===== config.mk =====
export PLATFORM = sky130hd
export DESIGN_NAME = viol_reset_seq
export DESIGN_NICKNAME = d
export VERILOG_FILES = /design/src/rtl/viol_reset_seq.sv
export SDC_FILE = /design/constraint.sdc
export NUM_CORES = 1
export LEC_CHECK = 0
export CAP_MARGIN = 20
export CORE_ASPECT_RATIO = 1.5
export CORE_UTILIZATION = 48
export CTS_CLUSTER_DIAMETER = 150
export DETAILED_ROUTE_END_ITERATION = 12
export DONT_BUFFER_PORTS = 1
export GPL_TIMING_DRIVEN = 0
export PLACE_DENSITY = 0.6
export SLEW_MARGIN = 20
export SYNTH_ARGS = -nofsm -noshare
export SYNTH_HDL_FRONTEND = slang
export SYNTH_SLANG_ARGS = --single-unit

===== constraint.sdc =====
create_clock -name clk -period 2.55 [get_ports clk]
set_input_delay 0.51 -clock clk [delete_from_list [all_inputs] [get_ports clk]]
set_output_delay 0.51 -clock clk [all_outputs]
set_load 0.02 [all_outputs]

===== src/rtl/viol_reset_seq.sv =====
// viol_reset_seq: turns monitor reset requests into a fixed-length core reset pulse and logs
// sticky causes plus a saturating violation count. Optional permanent lockout: VIOL_LOCKOUT_EN.
module viol_reset_seq #(
   parameter int unsigned NUM_SRC     = 4,
   parameter int unsigned HOLD_CYCLES = 8,
   parameter int unsigned CNT_W       = 8,
   parameter int unsigned LOCK_THRESH = 16
) (
   input  logic               clk,
   input  logic               rst_n,
   input  logic [NUM_SRC-1:0] viol_in,
   input  logic               cause_clr,
   output logic               sys_rst,
   output logic               rst_pending,
   output logic [NUM_SRC-1:0] cause,
   output logic [CNT_W-1:0]   viol_cnt,
   output logic               locked
);

   localparam int unsigned HOLD_W = 8;
   localparam logic [HOLD_W-1:0] HOLD_LAST = HOLD_W'(HOLD_CYCLES - 1);

   if (HOLD_CYCLES < 1 || HOLD_CYCLES > 255) begin : g_hold_chk
      $error("viol_reset_seq: HOLD_CYCLES must be 1..255");
   end
   if (LOCK_THRESH < 1) begin : g_lock_chk
      $error("viol_reset_seq: LOCK_THRESH must be at least 1");
   end

   typedef enum logic [1:0] {
      ST_RUN,
      ST_ASSERT,
      ST_RELEASE
   } state_e;

   state_e             state_q, state_d;
   logic [HOLD_W-1:0]  hold_q, hold_d;
   logic [NUM_SRC-1:0] viol_q;
   logic [NUM_SRC-1:0] cause_q, cause_d;
   logic [CNT_W-1:0]   cnt_q, cnt_d;
   logic               sys_rst_q, sys_rst_d;
   logic               pend_q, pend_d;
   logic [NUM_SRC-1:0] edge_c;
   logic               event_c;

   assign edge_c  = viol_in & ~viol_q;
   assign event_c = |edge_c;

   // Cause/count logging; a clear coinciding with an event keeps that event.
   always_comb begin
      cause_d = cause_q;
      cnt_d   = cnt_q;
      if (cause_clr) begin
         cause_d = '0;
         cnt_d   = '0;
      end
      if (event_c) begin
         cause_d = cause_d | edge_c;
         if (cnt_d != '1) begin
            cnt_d = cnt_d + CNT_W'(1);
         end
      end
   end

`ifdef VIOL_LOCKOUT_EN
   logic locked_q, locked_d;

   assign locked_d = locked_q | (event_c && (32'(cnt_d) >= LOCK_THRESH));
   assign locked   = locked_q;

   always_ff @(posedge clk or negedge rst_n) begin
      if (!rst_n) begin
         locked_q <= 1'b0;
      end else begin
         locked_q <= locked_d;
      end
   end
`else
   assign locked = 1'b0;
`endif

   // Next-state logic; outputs are derived from the next state and registered.
   always_comb begin
      state_d = state_q;
      hold_d  = hold_q;
      unique case (state_q)
         ST_RUN: begin
            if (event_c) begin
               state_d = ST_ASSERT;
               hold_d  = '0;
            end
         end
         ST_ASSERT: begin
            if (event_c) begin
               hold_d = '0;
            end else if (hold_q == HOLD_LAST) begin
               state_d = ST_RELEASE;
               hold_d  = '0;
            end else begin
               hold_d = hold_q + HOLD_W'(1);
            end
         end
         ST_RELEASE: begin
            if (event_c) begin
               state_d = ST_ASSERT;
               hold_d  = '0;
            end else if (viol_in == '0) begin
               state_d = ST_RUN;
            end
         end
         default: begin
            state_d = ST_ASSERT;
            hold_d  = '0;
         end
      endcase
`ifdef VIOL_LOCKOUT_EN
      if (locked_d) begin
         state_d = ST_ASSERT;
         hold_d  = '0;
      end
`endif
      sys_rst_d = (state_d == ST_ASSERT);
      pend_d    = (state_d != ST_RUN);
   end

   // Reset parks viol_q at all ones so requests already high at power-up are not events.
   always_ff @(posedge clk or negedge rst_n) begin
      if (!rst_n) begin
         state_q   <= ST_ASSERT;
         hold_q    <= '0;
         viol_q    <= '1;
         cause_q   <= '0;
         cnt_q     <= '0;
         sys_rst_q <= 1'b1;
         pend_q    <= 1'b1;
      end else begin
         state_q   <= state_d;
         hold_q    <= hold_d;
         viol_q    <= viol_in;
         cause_q   <= cause_d;
         cnt_q     <= cnt_d;
         sys_rst_q <= sys_rst_d;
         pend_q    <= pend_d;
      end
   end

   assign sys_rst     = sys_rst_q;
   assign rst_pending = pend_q;
   assign cause       = cause_q;
   assign viol_cnt    = cnt_q;

endmodule


==> results.toml <==
[clocking]
htreeDepth = 1
clockBufferDepth = 2
tritoncts = "yes"
post_cts_resized = 0
path_clk_slew_ps = 100
clock_sink_count = 28
cts_root_buf = "clkbuf_8"
clk_latency_ps = 270
cts_made_buffers = 3

[route]
drtIter0Drc = 23
wire_per_inst_um = 15.22
num_vias = 1006
drc = 0
wl_met3_um = 57
m1WireLength_um = 1177
routed_wirelength_um = 2663
highest_layer = "met4"
routed_via_density = 5.749
met2_length_um = 1408
firstDrtPassIters = 4
postRouteAntennaNets = 0

[grt]
antenna_found_initial = 0
grt_max_degree = 22
grt_pass1_vias = 936
grt_pass1_wl_um = 4478
grtUsageTotal = 0.1948
grt.overflow.total = 0

[yosys]
synthDominantCellAreaShare = 0.3811
synthSimpleGateAreaFrac = 0.2368
synth_nets = 141
ys_types = 43
synth_compound_area_frac = 0.1252
synth_fa_ha_area_frac = 0.01815
syn_area_per_cell_um2 = 10.45
synthTopCellsByArea = "dfrtp_1 (38%), dfstp_2 (13%), nand2b_1 (3.2%), o21ai_0 (2.9%), nand2_1 (2.5%)"
synth_top_family_by_area = "simple AND/OR/NAND/NOR gates"
synth-seq-area-share = 0.5145
ys.flop_type = "dfrtp_1"
yosysWarnings = 0
syn_inst = 132
yosysMostFrequentCell = "dfrtp_1"
synth-seq-cells = 28
synth_area_leader_cell = "dfrtp_1"
syn_area_um2 = 1379
muxShareOfSynthArea = 0.03811
synthArstFlopShare = 1.000
synthTopCellsByCount = "dfrtp_1 (21), nand2_1 (9), inv_1 (8), nor2_1 (8), o21ai_0 (8)"
synth_xor_xnor_area_share = 0.02541
synth-edff-count = 0

[critical_path]
crit_end = "viol_cnt[1]"
cpMostUsedCell = "nor2_1"
cp-end-kind = "register"
crit_path_max_incr_delay_ps = 500
worst-endpoint-arrival_ps = 2110
rrSetupSlack_ps = 600
timing.rr.end = "viol_cnt[1]"
critPathMaxFanout = 5
critical_path.slowest_cell = "dfrtp_1"
worstPathCellList = "nor2b_1 > ha_1 > nand4_1 > nor2_1 > nor2_1 > mux2_2"
r2r_start = "viol_cnt[0]"
r2r_cells = 6
crit_type = "reg2reg"
crit_path_start = "viol_cnt[0]"
cp-start-kind = "register"
crit_required_ps = 2710

[final_layout]
utilization = 0.5624
area_growth_pct = 10.34
final_nets = 148
num_antenna_cells = 0
drive_gt1_frac = 0.1667
fin_cells = 175
fill_cells = 254

[timing]
rsz0062_at_grt = "no"
tightestPinTransition_ps = 512.7
max_freq_ghz = 0.5132
worst_slack_ps = 601.3
whs_ps = 65.34
fin_crit_ps = 1949
clock_skew_ps = 4.479
slew_viol_final = 0
fin_tns_setup_ps = 0
hold_viol_final = 0
setup_viol = 0
finalCritPeriodShare = 0.7642
slew_headroom = 0.6582

[power]
ir_drop_mv = 0.3983
power_density_nw_per_um2 = 608.0
power.leakage_nw = 0.6083

[place]
globalplace.congestion = 0.7577
dp_hpwl_um = 1903
preCtsSetupSlack_ps = 430.1
place_inst = 169
portBuffers = 0

[floorplan]
core_um2 = 2705
initial_core_util = 0.5097
io_pins = 22
die_h_um = 67.64
die_w_um = 45.76
dieArea_um2 = 3095
rows = 23

[status]
outcome = "finished clean"

[worst_hold_path]
hold_path.class = "in2async"

[run]
max_cap_violations = 0
## cells in the final DEF, fill, tap and decap left out, types with 4 or more instances in the layout
| cell | Yosys | layout |
|---|---|---|
| o21ai_0 | 8 | 8 |
| nand4_1 | 5 | 5 |
| dfrtp_1 | 21 | 21 |
| nor2_1 | 8 | 8 |
| nor3_1 | 4 | 4 |
| nand2b_1 | 7 | 7 |
| nand2_1 | 9 | 9 |
| inv_1 | 8 | 8 |
| dfstp_2 | 7 | 7 |
| a21oi_1 | 4 | 4 |
## per-layer routing
layer | global-route usage | vias up
met3 | 0.01872 | 2
met5 | 0 | -
met1 | 0.2500 | 495
li1 | - | 487
met4 | 0.05515 | 0
met2 | 0.3393 | 22
## final cells by class
class,instances,area [µm²],share of cell area
tap,37,46.29,0.03043
buffer,5,23.77,0.01562
clock inverter,1,30.03,0.01974
sequential,28,709.4,0.4663
multi-input combinational,91,615.6,0.4046
clock buffer,3,41.29,0.02714
inverter,8,30.03,0.01974
timing repair buffer,2,25.02,0.01645
## power breakdown
group	internal, mW	switching (mW)	total [mW]
registers	0.468	0.0408	0.509
clock network	0.210	0.137	0.347
logic	0.0302	0.0389	0.0692
## worst min-delay path by stage
stage                from     endpoint  slack, ps  depth (start not counted)
floorplan           rst_n     cause[0]        210                          0
global placement    rst_n  viol_cnt[0]        210                          0
detailed placement  rst_n  viol_cnt[5]        210                          0
CTS                 rst_n      sys_rst         60                          0
global route        rst_n      sys_rst         50                          0
finish              rst_n    viol_q[0]         70                          0
## critical path: cells and delay by family, from the launching register on
| kind | cells | cell delay [ps] |
|---|---|---|
| mux | 1 | 290 |
| simple gates | 4 | 780 |
| fa+ha+maj | 1 | 260 |
| flops | 1 | 500 |
## sequential cells by signal, indices dropped and copies added, names as in the netlist
name	count
viol_q	4
state_q	2
viol_cnt	8
rst_pending	1
sys_rst	1
hold_q	8
cause	4
## cell families (layout without fill, tap and decap cells)
group                    after synthesis  in the layout
XOR/XNOR                               4              4
AO/OA/AOI/OAI                         24             24
multiplexers                           5              5
flip-flops                            28             28
other                                  1              1
adder cells (fa/ha/maj)                2              2
buffers and inverters                 13             19
AND/OR/NAND/NOR                       55             55
## timing repair
action | 4_1_cts | 5_1_grt
hold endpoints to repair | 21 | 0
hold buffers | 1 | 0
setup buffers | 0 | 0
endpoints found under the setup margin | 0 | 0
## stage by stage
step / total power, mW / area [µm²]
6_report: 0.9250 / 1521
5_1_grt: 0.9654 / 1521
4_1_cts: 0.9287 / 1506
3_5_place_dp: 0.5770 / 1425
3_3_place_gp: 0.5745 / 1425
2_1_floorplan: 0.5606 / 1379
Power figures use the tool's default switching activity.
